[src/rtl/pll_phase_stepper_if.sv]
// Request/status bundle between the PMD register wrapper and pll_phase_stepper.
// The wrapper uses the master modport and the stepper uses the slave modport.
`timescale 1ns/1ps

interface pll_phase_stepper_if #(
    parameter int POS_WIDTH = 8
);
    logic                 step_req;
    logic [15:0]          step_count;
    logic                 step_up;
    logic [2:0]           counter_sel;
    logic                 busy;
    logic                 done;
    logic                 error;
    logic [15:0]          steps_left;
    logic [POS_WIDTH-1:0] phase_pos;

    modport master (
        output step_req, step_count, step_up, counter_sel,
        input  busy, done, error, steps_left, phase_pos
    );

    modport slave (
        input  step_req, step_count, step_up, counter_sel,
        output busy, done, error, steps_left, phase_pos
    );
endinterface

[src/rtl/pll_phase_stepper.sv]
// Drives the PLL dynamic phase-shift handshake (phasestep/phasedone), one step at a time, and tracks phase.
// Optional macro PHASE_STEP_ABORT_EN adds abort_req, which ends a move once the in-flight step completes.
`timescale 1ns/1ps

module pll_phase_stepper #(
    parameter int STEPS_PER_PERIOD = 64,
    parameter int POS_WIDTH        = 8,
    parameter int HOLD_CYCLES      = 2,
    parameter int GAP_CYCLES       = 4,
    parameter int TIMEOUT_CYCLES   = 1024
) (
    input  logic                clock,
    input  logic                reset,
    pll_phase_stepper_if.slave  ctrl,
`ifdef PHASE_STEP_ABORT_EN
    input  logic                abort_req,
`endif
    output logic                pll_phasestep,
    output logic                pll_phaseupdown,
    output logic [2:0]          pll_phasecounterselect,
    input  logic                pll_phasedone
);

    localparam int CNT_MAX_A = (HOLD_CYCLES > GAP_CYCLES) ? HOLD_CYCLES : GAP_CYCLES;
    localparam int CNT_MAX   = (TIMEOUT_CYCLES > CNT_MAX_A) ? TIMEOUT_CYCLES : CNT_MAX_A;
    localparam int CNT_W     = $clog2(CNT_MAX + 1);

    typedef enum logic [2:0] {
        S_IDLE,
        S_ASSERT,
        S_WAIT_DONE,
        S_GAP,
        S_DONE,
        S_ERROR
    } state_t;

    state_t               state, state_next;
    logic                 pd_meta, pd_s;
    logic [CNT_W-1:0]     cnt;
    logic [15:0]          steps_left_q;
    logic [POS_WIDTH-1:0] pos_q;
    logic                 up_q;
    logic [2:0]           sel_q;
    logic                 error_q;
    logic                 zero_done_q;
    logic                 abort_now;
    logic                 hold_met, gap_met, timed_out;
    logic                 busy, done;

    // phasedone is idle-high, so the synchronizer resets to 1 to avoid a false "step in progress".
    always_ff @(posedge clock or posedge reset) begin
        if (reset) begin
            pd_meta <= 1'b1;
            pd_s    <= 1'b1;
        end else begin
            // NOTE: non-blocking here so pd_s takes the old pd_meta; blocking would collapse the two flops into one.
            pd_meta <= pll_phasedone;
            pd_s    <= pd_meta;
        end
    end

`ifdef PHASE_STEP_ABORT_EN
    logic abort_pending;
    logic in_move;

    assign in_move   = (state == S_ASSERT) || (state == S_WAIT_DONE) || (state == S_GAP);
    assign abort_now = abort_pending || (abort_req && in_move);

    always_ff @(posedge clock or posedge reset) begin
        if (reset)
            abort_pending <= 1'b0;
        else if (state == S_IDLE)
            abort_pending <= 1'b0;
        else if (abort_req && in_move)
            abort_pending <= 1'b1;
    end
`else
    assign abort_now = 1'b0;
`endif

    // Shared cycle counter: restarts on every state change, so it times hold, gap and timeout alike.
    always_ff @(posedge clock or posedge reset) begin
        if (reset)
            cnt <= '0;
        else if (state_next != state || state == S_IDLE)
            cnt <= '0;
        else if (cnt != CNT_W'(CNT_MAX))
            cnt <= cnt + 1'b1;
    end

    assign hold_met  = (cnt >= CNT_W'(HOLD_CYCLES - 1));
    assign gap_met   = (cnt >= CNT_W'(GAP_CYCLES - 1));
    assign timed_out = (cnt >= CNT_W'(TIMEOUT_CYCLES - 1));

    always_ff @(posedge clock or posedge reset) begin
        if (reset)
            state <= S_IDLE;
        else
            state <= state_next;
    end

    always_comb begin
        // NOTE: default first so every path assigns state_next and no latch is inferred.
        state_next = state;
        unique case (state)
            S_IDLE: begin
                if (ctrl.step_req && ctrl.step_count != 16'd0)
                    state_next = S_ASSERT;
            end
            S_ASSERT: begin
                if (hold_met && !pd_s)
                    state_next = S_WAIT_DONE;
                else if (timed_out)
                    state_next = S_ERROR;
            end
            S_WAIT_DONE: begin
                if (pd_s)
                    state_next = abort_now ? S_DONE : S_GAP;
                else if (timed_out)
                    state_next = S_ERROR;
            end
            S_GAP: begin
                if (abort_now)
                    state_next = S_DONE;
                else if (gap_met)
                    state_next = (steps_left_q == 16'd0) ? S_DONE : S_ASSERT;
            end
            S_DONE:  state_next = S_IDLE;
            S_ERROR: state_next = S_IDLE;
            default: state_next = S_IDLE;
        endcase
    end

    always_comb begin
        pll_phasestep = 1'b0;
        busy          = 1'b0;
        done          = zero_done_q;
        unique case (state)
            S_ASSERT: begin
                pll_phasestep = 1'b1;
                busy          = 1'b1;
            end
            S_WAIT_DONE: busy = 1'b1;
            S_GAP:       busy = 1'b1;
            S_ERROR:     busy = 1'b1;
            S_DONE:      done = 1'b1;
            default: ;
        endcase
    end

    always_ff @(posedge clock or posedge reset) begin
        if (reset) begin
            steps_left_q <= '0;
            pos_q        <= '0;
            up_q         <= 1'b0;
            sel_q        <= '0;
            error_q      <= 1'b0;
            zero_done_q  <= 1'b0;
        end else begin
            zero_done_q <= 1'b0;

            if (state == S_IDLE && ctrl.step_req) begin
                error_q <= 1'b0;
                if (ctrl.step_count == 16'd0) begin
                    zero_done_q <= 1'b1;
                end else begin
                    steps_left_q <= ctrl.step_count;
                    up_q         <= ctrl.step_up;
                    sel_q        <= ctrl.counter_sel;
                end
            end

            // A step counts only once the PLL has raised phasedone again.
            if (state == S_WAIT_DONE && pd_s) begin
                if (steps_left_q != 16'd0)
                    steps_left_q <= steps_left_q - 16'd1;
                if (up_q)
                    pos_q <= (pos_q == POS_WIDTH'(STEPS_PER_PERIOD - 1)) ? '0 : pos_q + 1'b1;
                else
                    pos_q <= (pos_q == '0) ? POS_WIDTH'(STEPS_PER_PERIOD - 1) : pos_q - 1'b1;
            end

            if (state_next == S_ERROR)
                error_q <= 1'b1;
        end
    end

    assign pll_phaseupdown        = up_q;
    assign pll_phasecounterselect = sel_q;

    assign ctrl.busy       = busy;
    assign ctrl.done       = done;
    assign ctrl.error      = error_q;
    assign ctrl.steps_left = steps_left_q;
    assign ctrl.phase_pos  = pos_q;

endmodule

[src/flat_wrapper.sv]
// flat-port wrapper written by rule: the top's interface ports become plain ports
module pll_phase_stepper_flat 
#(
    parameter int STEPS_PER_PERIOD = 64,
    parameter int POS_WIDTH        = 8,
    parameter int HOLD_CYCLES      = 2,
    parameter int GAP_CYCLES       = 4,
    parameter int TIMEOUT_CYCLES   = 1024
)
  (clock, reset, pll_phasestep, pll_phaseupdown, pll_phasecounterselect, pll_phasedone, ctrl_step_req, ctrl_step_count, ctrl_step_up, ctrl_counter_sel, ctrl_busy, ctrl_done, ctrl_error, ctrl_steps_left, ctrl_phase_pos);
  pll_phase_stepper_if #(.POS_WIDTH(POS_WIDTH)) ctrl_i ();
  input  logic clock;
  input  logic reset;
  output logic pll_phasestep;
  output logic pll_phaseupdown;
  output logic [2:0] pll_phasecounterselect;
  input  logic pll_phasedone;
  input wire logic [$bits(ctrl_i.step_req)-1:0] ctrl_step_req;
  input wire logic [$bits(ctrl_i.step_count)-1:0] ctrl_step_count;
  input wire logic [$bits(ctrl_i.step_up)-1:0] ctrl_step_up;
  input wire logic [$bits(ctrl_i.counter_sel)-1:0] ctrl_counter_sel;
  output wire logic [$bits(ctrl_i.busy)-1:0] ctrl_busy;
  output wire logic [$bits(ctrl_i.done)-1:0] ctrl_done;
  output wire logic [$bits(ctrl_i.error)-1:0] ctrl_error;
  output wire logic [$bits(ctrl_i.steps_left)-1:0] ctrl_steps_left;
  output wire logic [$bits(ctrl_i.phase_pos)-1:0] ctrl_phase_pos;
  assign ctrl_i.step_req = ctrl_step_req;
  assign ctrl_i.step_count = ctrl_step_count;
  assign ctrl_i.step_up = ctrl_step_up;
  assign ctrl_i.counter_sel = ctrl_counter_sel;
  assign ctrl_busy = ctrl_i.busy;
  assign ctrl_done = ctrl_i.done;
  assign ctrl_error = ctrl_i.error;
  assign ctrl_steps_left = ctrl_i.steps_left;
  assign ctrl_phase_pos = ctrl_i.phase_pos;
  pll_phase_stepper #(.STEPS_PER_PERIOD(STEPS_PER_PERIOD), .POS_WIDTH(POS_WIDTH), .HOLD_CYCLES(HOLD_CYCLES), .GAP_CYCLES(GAP_CYCLES), .TIMEOUT_CYCLES(TIMEOUT_CYCLES)) u_core (.clock(clock), .reset(reset), .ctrl(ctrl_i), .pll_phasestep(pll_phasestep), .pll_phaseupdown(pll_phaseupdown), .pll_phasecounterselect(pll_phasecounterselect), .pll_phasedone(pll_phasedone));
endmodule
[config.mk]
export PLATFORM = sky130hd
export DESIGN_NAME = pll_phase_stepper_flat
export DESIGN_NICKNAME = d
export VERILOG_FILES = /design/src/rtl/pll_phase_stepper_if.sv /design/src/rtl/pll_phase_stepper.sv /design/src/flat_wrapper.sv
export SDC_FILE = /design/constraint.sdc
export NUM_CORES = 1
export LEC_CHECK = 0
export CAP_MARGIN = 20
export CORE_MARGIN = 2
export CORE_UTILIZATION = 40
export CTS_CLUSTER_DIAMETER = 30
export CTS_CLUSTER_SIZE = 30
export DETAILED_ROUTE_END_ITERATION = 12
export PLACE_DENSITY_LB_ADDON = 0.3
export REMOVE_ABC_BUFFERS = 1
export SLEW_MARGIN = 20
export SYNTH_ARGS = -nofsm -noshare
export SYNTH_HDL_FRONTEND = slang
export SYNTH_SLANG_ARGS = --single-unit
[constraint.sdc]
create_clock -name clock -period 2.6 [get_ports clock]
set_input_delay 0.52 -clock clock [delete_from_list [all_inputs] [get_ports clock]]
set_output_delay 0.52 -clock clock [all_outputs]
set_load 0.005 [all_outputs]
== Word-level counts from Yosys, hierarchy flattened ==
Index checks and enable logic that the tools add are counted.

* Add/subtract/negate cells: 4
* Multiply operators: 0
* Divide/modulo/power cells: 0
* $lt $le $gt $ge: 3
* Equal/unequal tests: 9
* Shift operators: 0
* Muxes and demuxes: 23
* Bitwise logic cells: 1
* Reduce and logical (&&, ||, !) cells: 16

{| class="wikitable"
|+ Operator list
! cell !! count
|-
| $mux 16 || 4
|-
| $logic_not 16->1 || 2
|-
| $reduce_bool 16->1 || 2
|-
| $mux 8 || 3
|-
| $mux 11 || 2
|-
| $mux 3 || 6
|-
| $sub 16x1->16 const B || 1
|-
| $pmux 3 s4 || 1
|-
| $add 11x1->11 const B || 1
|-
| $ge 11x1->1 const B || 1
|-
| $ge 11x10->1 const B || 1
|-
| $ge 11x2->1 const B || 1
|-
| $ne 11x11->1 const B || 1
|-
| $eq 3x3->1 const B || 3
|-
| $add 8x1->8 const B || 1
|-
| $eq 8x6->1 const B || 1
|-
| $logic_not 8->1 || 1
|-
| $sub 8x1->8 const B || 1
|-
| $mux 1 || 7
|-
| $eq 3x2->1 const B || 2
|-
| $logic_and 1x1->1 || 4
|-
| $reduce_bool 2->1 || 2
|-
| $reduce_or 4->1 || 1
|-
| $eq 3x1->1 const B || 1
|-
| 6 further kinds || 6
|}

* Register bits after elaboration: 46
* Bits in latches: 0
* Bits in writable memories: 0
* ROM bits: 0
* Bits of input ports: 24
* Output and inout bits: 32
* Word-level logic and storage cells: 66
* Memories kept: 0

== Logic depth before layout (Yosys ltp) ==
Gate-level depths: netlist of run 1.

* Depth in word-level cells: 7
* Gate-level depth with buffers: 8
* Gate-level depth less buffers: 7

== Least setup slack after synthesis of run 1 ==
OpenSTA, ideal clock, no wires.

* Path type: reg-to-reg
* Start: reg u_core.cnt[2]
* End: reg u_core.cnt[2]
* Setup time: 0.097 ns
* Data arrival time: 2.236 ns
* Data required time: 2.503 ns
* Path slack: 0.268 ns
* Cell stages (with the launch flop): 8
* Buffers on the path: 2
* Clock period less this slack: 2.332 ns
* Path through: dfrtp_1 > buf_6 > or4_4 > or4_4 > nor4b_4 > or2_0 > buf_6 > nor4b_2

* Cells in the longest elaborated chain, start to end: 7
* Elaborated cells on any way between the ends: 16
* Classes of those cells: add/sub: 1; order compare: 3; eq/ne: 2; mux: 7; reduce/logical: 3

{| class="wikitable"
|+ Ends and longest elaborated chain
! element !! line !! source
|-
| from (decl) || pll_phase_stepper.sv:39 || <nowiki>logic [CNT_W-1:0] cnt;</nowiki>
|-
| from (signal assigned) || pll_phase_stepper.sv:88 || <nowiki>cnt <= cnt + 1'b1;</nowiki>
|-
| $ge 11x10->1 or $ge 11x1->1 (tied branches) || pll_phase_stepper.sv:93, pll_phase_stepper.sv:91 ||
|-
| $mux 3 or $logic_and 1x1->1 (tied branches) || pll_phase_stepper.sv:113, pll_phase_stepper.sv:119, pll_phase_stepper.sv:111 ||
|-
| $mux 3, on equally long branches || pll_phase_stepper.sv:117, pll_phase_stepper.sv:111 ||
|-
| $pmux 3 s4 || pll_phase_stepper.sv:105 || <nowiki>unique case (state)</nowiki>
|-
| $ne 3x3->1 || pll_phase_stepper.sv:85 || <nowiki>else if (state_next != state || state == S_IDLE)</nowiki>
|-
| $logic_or 1x1->1 || pll_phase_stepper.sv:85 ||
|-
| $mux 11 or $reduce_bool 2->1 (tied branches) || - ||
|}

Parallel ways exist; a longest one is shown, timed or not. The select of a mux whose other input is x is not followed.
A chain may end at the register's enable or synchronous reset.

== Final worst setup path of run 1 ==
* Start: reg u_core.cnt[5]
* End: reg u_core.cnt[0]

Same word-level chain as after synthesis.

==> results of run 1 <==
flip-flops by register name, indices dropped and copies added, names as in the netlist:
register / flops
u_core.ctrl.error: 1
u_core.pll_phasecounterselect: 3
u_core.pll_phaseupdown: 1
u_core.pd_s: 1
u_core.state: 3
u_core.cnt: 11
u_core.ctrl.steps_left: 16
u_core.zero_done_q: 1
u_core.ctrl.phase_pos: 8
u_core.pd_meta: 1
cells in the final DEF, fill, tap and decap left out, types with 4 or more instances in the layout:
cell type / n
a31oi_1: 7
clkbuf_8: 5
mux2_2: 4
a21oi_1: 13
inv_1: 17
nor4_1: 7
xor2_1: 5
nand3_1: 16
o22ai_1: 4
xnor2_1: 5
nor2_1: 15
or3_1: 7
nor3_1: 10
o21ai_0: 14
o221a_2: 8
nor4_2: 9
clkdlybuf4s50_1: 55
and2_1: 4
buf_4: 15
nand2_1: 30
ha_1: 7
mux2i_1: 11
nand4_1: 10
dfrtp_1: 44
per-layer routing:
metal  vias to the layer above  GRT usage, %  part of all wire (%)
li1                       1348             -                     -
met3                        13          4.67                   5.1
met1                      1325          26.3                    47
met2                        69          29.5                    46
met5                         -             0                     0
met4                         0          5.51                   1.6
critical path, delay by kind of cell, from the launching register on:
family | cells | cell delay (ns)
AND/OR/NAND/NOR | 5 | 1.77
buffers and inverters | 1 | 0.20
flip-flops | 1 | 0.40
cell families (layout without fill, tap and decap cells):
logic type                 count (synthesis)  after routing
AOI/OAI and AO/OA                         78             78
xor gates and xnor gates                  10             10
adders and majority gates                  7              7
buffers and inverters                     37             98
DFF                                       46             46
muxes                                     15             15
other                                      1              1
and+or+nand+nor                          132            132
final cells by class:
cell class	instances	area, sq um
clock inverter	3	25.0
timing repair buffer	72	703
multi-input combinational	243	1690
clock buffer	5	68.8
fill	679	3420
sequential	46	1150
tap	99	124
inverter	18	67.6
per-stage QoR:
step,TNS (ns),std cells,utilization (%),power (mW)
4_1_cts,0,486,52.9,3.77
2_1_floorplan,-0.373,307,-,2.37
5_1_grt,0,486,52.9,4.05
3_3_place_gp,-0.247,478,51.6,3.27
6_report,0,486,52.9,3.74
3_5_place_dp,-0.228,478,51.6,3.30
worst paths after layout:
path                                startpoint             end  slack (ns)  depth (start not counted)
worst max-delay path             u_core.cnt[5]   u_core.cnt[0]        0.13                          6
worst min register to register  u_core.pd_meta     u_core.pd_s        0.36                          0
min in group asynchronous                reset   u_core.cnt[8]        0.55                          3
worst max register to register   u_core.cnt[5]   u_core.cnt[0]        0.13                          6
worst min-delay path            u_core.pd_meta     u_core.pd_s        0.36                          0
max in group asynchronous                reset  u_core.pd_meta        1.77                          3
power by group through the flow:
stage	combinational, mW	sequential (mW)	clock, mW
after detailed placement	1.90	1.40	0
after global placement	1.86	1.40	0
final	1.89	1.40	0.451
after CTS	1.91	1.39	0.469
after global routing	2.09	1.46	0.500
after floorplan	1.05	1.32	0
==> flow_metrics.py, run 1 <==
metrics = {
    "setup_path": {
        "crit_chain": "or4_1, or4_4, nor4b_4, or2_0, buf_4, nor4_2",
        "cp_max_fo": 10,
        "endpoint_kind": "register",
        "path_class": "reg -> reg",
        "arrival_ns": 2.68,
        "cpMaxStageDelayCell": "or4_1",
        "max_stage_delay_ns": 0.58,
        "cp.required_ns": 2.81,
        "startpoint_type": "register",
    },
    "pwr": {
        "power_density_mw_per_mm2": 976,
        "p_sw_mw": 1.56,
        "clock_power_share_pct": 12.1,
        "combPwrFrac_pct": 50.5,
        "cellLeakagePower_nw": 1.50,
        "seqPwrFrac_pct": 37.4,
        "internal_power_mw": 2.18,
        "vdd_drop_max_mv": 0.499,
        "swShare_pct": 41.8,
    },
    "cells_and_area": {
        "syn2layout_area_growth_pct": 27.8,
        "fin_area_sq_mm": 0.00383,
        "n_antenna_cell": 0,
        "nets": 417,
        "drive_gt1_share_pct": 14.7,
    },
    "place": {
        "preCtsSetupSlack_ns": -0.0450,
        "place_area_sq_mm": 0.00374,
        "io_buffers": 55,
        "dp_hpwl_um": 5470,
        "gp_congestion": 0.844,
    },
    "yosys": {
        "ys_seq_area_share_pct": 38.4,
        "netlist.area_leader.share_pct": 36.7,
        "synth.distinct_cells": 60,
        "synth-simple-area-share_pct": 26.6,
        "synth_most_common_cell": "dfrtp_1",
        "synth_compound_area_share_pct": 18.7,
        "ys_seq_elements": 46,
        "netlist_area_sq_mm": 0.00300,
        "synth_adder_area_share_pct": 2.92,
        "synth_top_family_by_area": "simple AND/OR/NAND/NOR gates",
        "synth-edff-count": 0,
        "synthCells": 326,
        "synth_xor_xnor_area_share_pct": 2.92,
        "ys_top_cells_by_area": "dfrtp_1 37%, nand2_1 3.8%, nor4_2 3.8%, mux2i_1 3.7%, o221a_2 3.0%",
        "synth_top_cell_by_area": "dfrtp_1",
        "synthMuxAreaShare_pct": 5.17,
        "avgSynthCellArea_sq_um": 9.21,
        "synthTopCellsByCount": "44 x dfrtp_1, 30 x nand2_1, 18 x inv_1, 16 x nand3_1, 15 x nor2_1",
        "ys_warn_count": 0,
        "ys.flop_type": "dfrtp_1",
        "async_flop_share_pct": 100,
    },
    "die": {
        "initial_core_util_pct": 41.4,
        "die_w_um": 90.6,
        "core_area_sq_mm": 0.00725,
        "dieArea_sq_mm": 0.00821,
        "rows": 31,
        "die_y_um": 90.6,
        "ios": 56,
    },
    "clocking": {
        "cts.sinks": 46,
        "htreeDepth": 2,
        "cts_tree": "built",
        "clockBufferDepth": 2,
        "post_cts_buffers": 0,
        "cts_resized": 0,
        "cts-buffers-inserted": 5,
        "clkTransAtPathRegs_ns": 0.10,
        "root_buffer": "clkbuf_8",
        "insertion_delay_ns": 0.31,
        "cts_hold_buf": 0,
    },
    "timing": {
        "fin_crit_sh_pct": 95.0,
        "period_needed_ns": 2.47,
        "fmax_mhz": 405,
        "hold_viol": 0,
        "skew_ns": 0.00940,
        "setup_viol": 0,
        "rsz0062_at_grt": "no",
        "maxSlewHeadroom_pct": 48.3,
        "slew_violations": 0,
        "worst_slack_ns": 0.130,
        "tightest_slew_ns": 0.772,
        "fin_hold_ws_ns": 0.360,
    },
    "global_route": {
        "track_usage_pct": 19.0,
        "antenna_found_initial": 0,
        "grt_overflow_total": 0,
        "grt_pass1_vias": 2633,
        "grt_first_pass_wirelength_um": 12900,
        "grt_max_degree": 47,
    },
    "route": {
        "routed_wl_um": 7410,
        "route.detailed.drc": 0,
        "avgViaCountPerCell": 5.67,
        "drt_iter0_markers": 147,
        "drtAntennaViolNets": 0,
        "first_pass_iters": 4,
        "vias": 2755,
        "wl_per_cell_um": 15.2,
    },
    "outcome": {
        "status": "finished, final reports clean",
    },
    "job": {
        "max_cap_violations": 0,
    },
    "worst_hold_path": {
        "hold_class": "reg -> reg",
    },
}
No activity file was read; power rests on OpenSTA's default activity.
==> inputs of run 2 (changes only) <==
--- a/config.mk
+++ b/config.mk
@@ -11,7 +11,7 @@
 export CTS_CLUSTER_DIAMETER = 30
 export CTS_CLUSTER_SIZE = 30
 export DETAILED_ROUTE_END_ITERATION = 12
-export PLACE_DENSITY_LB_ADDON = 0.3
+export PLACE_DENSITY = 0.63
 export REMOVE_ABC_BUFFERS = 1
 export SLEW_MARGIN = 20
 export SYNTH_ARGS = -nofsm -noshare
==> run 2 against run 1 <==
Against the previous run: clock power grew 19%; count of clock-buffer cells in the layout grew 1; critical path depth is the same; sequential share of layout area is essentially flat; die area is the same; final cell count grew 0.21%; via count shrank 1.9%; power grew 2.1%; clock skew is essentially flat; hold slack gained 0.00056 ns; combinational power is essentially flat; critical endpoint is now u_core.cnt[7].
==> flow_metrics.py, run 2 (synthesis gave the netlist of run 1 again) <==
metrics = {
    "cells_and_area": {
        "final_util_pct": 52.9,
        "layout_common_cells": "55 x clkdlybuf4s50_1, 44 x dfrtp_1, 30 x nand2_1, 18 x buf_4, 17 x inv_1",
        "final_common_cell": "clkdlybuf4s50_1",
        "drive_gt1_share_pct": 14.7,
        "largest_register_ffs": 16,
        "n_antenna_cell": 0,
        "syn2layout_area_growth_pct": 27.7,
        "fin_cells": 487,
        "fin_area_sq_mm": 0.00383,
        "nets": 418,
        "fillers": 683,
    },
    "setup_path": {
        "cp.required_ns": 2.81,
        "r2r_cells": 6,
        "max_stage_delay_ns": 0.58,
        "path_class": "reg -> reg",
        "r2r-start": "u_core.cnt[9]",
        "rr_endpoint": "u_core.cnt[7]",
        "crit_path_start": "u_core.cnt[9]",
        "crit_chain": "or4_1, or4_4, nor4b_4, or2_0, buf_4, nor4_2",
        "arrival_ns": 2.66,
        "cpMaxStageDelayCell": "or4_4",
        "endpoint_kind": "register",
        "cp_max_fo": 10,
        "startpoint_type": "register",
        "rrSetupSlack_ns": 0.15,
    },
    "pwr": {
        "p_sw_mw": 1.56,
        "cellLeakagePower_nw": 1.50,
        "vdd_drop_max_mv": 0.511,
        "swShare_pct": 40.8,
        "clock_power_share_pct": 14.1,
        "power_density_mw_per_mm2": 996,
        "seqPwrFrac_pct": 36.7,
        "internal_power_mw": 2.26,
        "combPwrFrac_pct": 49.2,
    },
    "route": {
        "drtAntennaViolNets": 0,
        "vias": 2704,
        "drt_iter0_markers": 109,
        "routed_wl_um": 7570,
        "wl_per_cell_um": 15.5,
        "first_pass_iters": 4,
        "avgViaCountPerCell": 5.55,
        "route.detailed.drc": 0,
    },
    "global_route": {
        "antenna_found_initial": 0,
        "grt_pass1_vias": 2535,
        "grt_max_degree": 47,
        "grt_overflow_total": 0,
        "track_usage_pct": 18.5,
        "grt_first_pass_wirelength_um": 12500,
    },
    "clocking": {
        "clkTransAtPathRegs_ns": 0.09,
        "cts_hold_buf": 0,
        "htreeDepth": 2,
        "cts.sinks": 46,
        "root_buffer": "clkbuf_8",
        "insertion_delay_ns": 0.30,
        "cts-buffers-inserted": 5,
        "cts_tree": "built",
        "clockBufferDepth": 2,
        "cts_resized": 0,
        "post_cts_buffers": 0,
    },
    "worst_hold_path": {
        "min_path_cells": 0,
        "hold_class": "reg -> reg",
        "holdPathEnd": "u_core.pd_s",
        "hp-start": "u_core.pd_meta",
    },
    "timing": {
        "fmax_mhz": 408,
        "maxSlewHeadroom_pct": 48.6,
        "hold_viol": 0,
        "setup_viol": 0,
        "fin_crit_sh_pct": 94.3,
        "tightest_slew_ns": 0.768,
        "period_needed_ns": 2.45,
        "slew_violations": 0,
        "rsz0062_at_grt": "no",
        "fin_hold_ws_ns": 0.361,
        "skew_ns": 0.00966,
    },
    "die": {
        "die_w_um": 90.6,
        "core_area_sq_mm": 0.00725,
        "die_y_um": 90.6,
        "rows": 31,
        "ios": 56,
        "initial_core_util_pct": 41.4,
        "dieArea_sq_mm": 0.00821,
    },
    "outcome": {
        "status": "finished, final reports clean",
    },
    "place": {
        "dp_hpwl_um": 5510,
        "dpl.cell_count": 479,
        "io_buffers": 55,
        "gp_congestion": 0.817,
        "place_area_sq_mm": 0.00372,
    },
    "job": {
        "max_cap_violations": 0,
    },
}
[run 2: power groups by stage]
stage	sequential (mW)	combinational (mW)	clock, mW
finish	1.40	1.88	0.538
global route	1.46	2.08	0.586
CTS	1.40	1.89	0.556
detailed placement	1.40	1.89	0
global placement	1.40	1.87	0
floorplan	1.32	1.05	0
[run 2: final cells by class]
class                           instances  area [sq um]  share of cell area, %
Multi-Input combinational cell        243          1690                   44.2
Sequential cell                        46          1150                   30.1
Timing Repair Buffer                   73           686                   17.9
Tap cell                               99           124                   3.23
Clock buffer                            6          72.6                   1.89
Inverter                               18          67.6                   1.76
Clock inverter                          2          37.5                  0.979
[run 2: per-layer routing]
layer  global-route usage (%)  wire length [um]  up-vias
met2                     27.4              3420       65
met3                     2.84               306       11
met5                        0                 0        -
met1                     27.8              3730     1282
met4                     5.26               110        0
li1                         -                 -     1346
[run 2: worst max path at each step]
| stage | endpoint | slack (ns) |
|---|---|---|
| after floorplan | u_core.ctrl.steps_left[14] | -0.09 |
| after global placement | u_core.state[0] | 0.01 |
| after detailed placement | u_core.ctrl.steps_left[7] | -0.01 |
| after CTS | u_core.cnt[7] | 0.13 |
| after global routing | u_core.cnt[2] | 0.004 |
| final | u_core.cnt[7] | 0.15 |
[run 2: metrics by stage]
| stage | setup slack [ns] | total power [mW] | setup TNS [ns] |
|---|---|---|---|
| after floorplan | -0.0933 | 2.37 | -0.373 |
| after global placement | 0.0112 | 3.27 | 0 |
| after detailed placement | -0.0133 | 3.29 | -0.0521 |
| after CTS | 0.130 | 3.85 | 0 |
| after global routing | 0.00441 | 4.13 | 0 |
| final | 0.148 | 3.82 | 0 |
[run 2: worst max-delay path, delay by kind of cell, from the launching register on]
family / cells / cell delay, ns
and+or+nand+nor: 5 / 1.76
buffers and inverters: 1 / 0.19
DFF: 1 / 0.40
==> inputs of run 3 (changes only) <==
--- a/config.mk
+++ b/config.mk
@@ -11,7 +11,6 @@
 export CTS_CLUSTER_DIAMETER = 30
 export CTS_CLUSTER_SIZE = 30
 export DETAILED_ROUTE_END_ITERATION = 12
-export PLACE_DENSITY = 0.63
 export REMOVE_ABC_BUFFERS = 1
 export SLEW_MARGIN = 20
 export SYNTH_ARGS = -nofsm -noshare
==> run 3 against run 2 <==
Against the previous run: via count grew 1.5%; clock skew shrank 0.0042 ns; die area is the same; sequential share of layout area shrank 0.14 points; flip-flop and latch count is the same; global-route usage grew 0.63 points; combinational power grew 4%; highest routed layer unchanged.
==> flow_metrics.py, run 3 (synthesis gave the netlist of run 1 again) <==
metrics = {
    "cells_and_area": {
        "layout_common_cells": "55 x clkdlybuf4s50_1, 44 x dfrtp_1, 30 x nand2_1, 17 x inv_1, 17 x buf_4",
        "syn2layout_area_growth_pct": 28.3,
        "largest_register_ffs": 16,
        "n_antenna_cell": 0,
        "drive_gt1_share_pct": 14.7,
        "fillers": 681,
        "multi_input_area_sq_mm": 0.00170,
        "seq_area_sq_mm": 0.00115,
        "final_common_cell": "clkdlybuf4s50_1",
        "nets": 419,
    },
    "setup_path": {
        "rr_endpoint": "u_core.cnt[7]",
        "arrival_ns": 2.65,
        "r2r-start": "u_core.cnt[5]",
        "path_class": "reg -> reg",
        "startpoint_type": "register",
        "cp.required_ns": 2.80,
        "crit_chain": "or4_1, or4_4, nor4b_4, or2_0, buf_4, nor4_2",
        "r2r_cells": 6,
        "cp_max_fo": 10,
        "rrSetupSlack_ns": 0.15,
        "endpoint_kind": "register",
        "max_stage_delay_ns": 0.59,
        "cpMaxStageDelayCell": "or4_1",
    },
    "pwr": {
        "internal_power_mw": 2.21,
        "power.total_mw": 3.77,
        "swShare_pct": 41.3,
        "power_density_mw_per_mm2": 979,
        "vdd_drop_max_mv": 0.424,
        "cellLeakagePower_nw": 1.51,
        "clock_power_share_pct": 11.8,
        "combPwrFrac_pct": 52.0,
        "p_sw_mw": 1.56,
        "seqPwrFrac_pct": 36.2,
    },
    "clocking": {
        "cts.sinks": 46,
        "clockBufferDepth": 2,
        "insertion_delay_ns": 0.30,
        "post_cts_buffers": 0,
        "cts_tree": "built",
        "root_buffer": "clkbuf_8",
        "cts_hold_buf": 0,
        "htreeDepth": 2,
        "cts-buffers-inserted": 5,
        "cts_resized": 0,
        "clkTransAtPathRegs_ns": 0.08,
    },
    "timing": {
        "setup_tns_ns": 0,
        "fmax_mhz": 408,
        "fin_crit_sh_pct": 94.2,
        "rsz0062_at_grt": "no",
        "period_needed_ns": 2.45,
        "hold_viol": 0,
        "slew_violations": 0,
        "setup_viol": 0,
        "tightest_slew_ns": 0.827,
        "maxSlewHeadroom_pct": 44.8,
        "skew_ns": 0.00549,
        "fin_hold_ws_ns": 0.361,
    },
    "route": {
        "route.detailed.drc": 0,
        "avgViaCountPerCell": 5.63,
        "first_pass_iters": 4,
        "wl_per_cell_um": 15.8,
        "drt_iter0_markers": 108,
        "routed_wl_um": 7680,
        "vias": 2744,
        "drtAntennaViolNets": 0,
    },
    "die": {
        "dieArea_sq_mm": 0.00821,
        "core_area_sq_mm": 0.00725,
        "die_w_um": 90.6,
        "ios": 56,
        "die_y_um": 90.6,
        "initial_core_util_pct": 41.4,
        "rows": 31,
    },
    "worst_hold_path": {
        "hp-start": "u_core.pd_meta",
        "hold_class": "reg -> reg",
        "min_path_cells": 0,
        "holdPathEnd": "u_core.pd_s",
    },
    "global_route": {
        "grt.busiest_layer": "met1",
        "grt_pass1_vias": 2560,
        "met2_usage_pct": 28.5,
        "grt_overflow_total": 0,
        "track_usage_pct": 19.1,
        "grtUsageMet1_pct": 28.6,
        "met3_usage_pct": 3.26,
        "antenna_found_initial": 0,
        "grt_max_degree": 26,
        "grt_first_pass_wirelength_um": 12900,
    },
    "outcome": {
        "status": "finished, final reports clean",
    },
    "job": {
        "max_cap_violations": 0,
    },
    "place": {
        "gp_congestion": 0.820,
        "io_buffers": 55,
        "dp_hpwl_um": 5640,
    },
}
run 3: area by class of cell:
type | count | share of cell area [%]
clock buffer | 7 | 2.24
inverter | 18 | 1.75
multi-input combinational | 243 | 44.2
sequential | 46 | 30.0
tap | 99 | 3.22
timing repair buffer | 74 | 18.6
run 3: worst max-delay path by stage:
stage          cells after the start          startpoint  slack, ns                          to
2_1_floorplan                      5     u_core.state[2]      -0.09  u_core.ctrl.steps_left[14]
3_3_place_gp                       5  ctrl_step_count[5]       0.16             u_core.state[0]
3_5_place_dp                       6  ctrl_step_count[5]       0.12   u_core.ctrl.steps_left[6]
4_1_cts                            6       u_core.cnt[5]       0.14               u_core.cnt[7]
5_1_grt                            6       u_core.cnt[5]      0.008               u_core.cnt[1]
6_report                           6       u_core.cnt[5]       0.15               u_core.cnt[7]
run 3: metal layers:
layer	vias to the layer above	share of wire [%]
li1	1348	-
met1	1334	50
met2	55	45
met3	7	3.9
met4	0	1.2
met5	-	0
run 3: metrics by stage:
step	util (%)	area, sq um	setup WS [ns]	std cells
6_report	53.1	3850	0.150	487
5_1_grt	53.1	3850	0.00841	487
4_1_cts	53.0	3840	0.138	487
3_5_place_dp	51.8	3760	0.120	480
3_3_place_gp	51.8	3760	0.160	480
2_1_floorplan	-	2910	-0.0933	307
run 3: power groups by stage:
stage,combinational [mW],clock (mW),sequential (mW)
6_report,1.96,0.446,1.37
5_1_grt,2.16,0.499,1.43
4_1_cts,1.95,0.466,1.36
3_5_place_dp,1.95,0,1.36
3_3_place_gp,1.93,0,1.37
2_1_floorplan,1.05,0,1.32
run 3: worst max-delay path, delay by kind of cell, from the launching register on:
| kind | cells | cell delay (ns) |
|---|---|---|
| DFF | 1 | 0.41 |
| and+or+nand+nor | 5 | 1.75 |
| buffers and inverters | 1 | 0.19 |
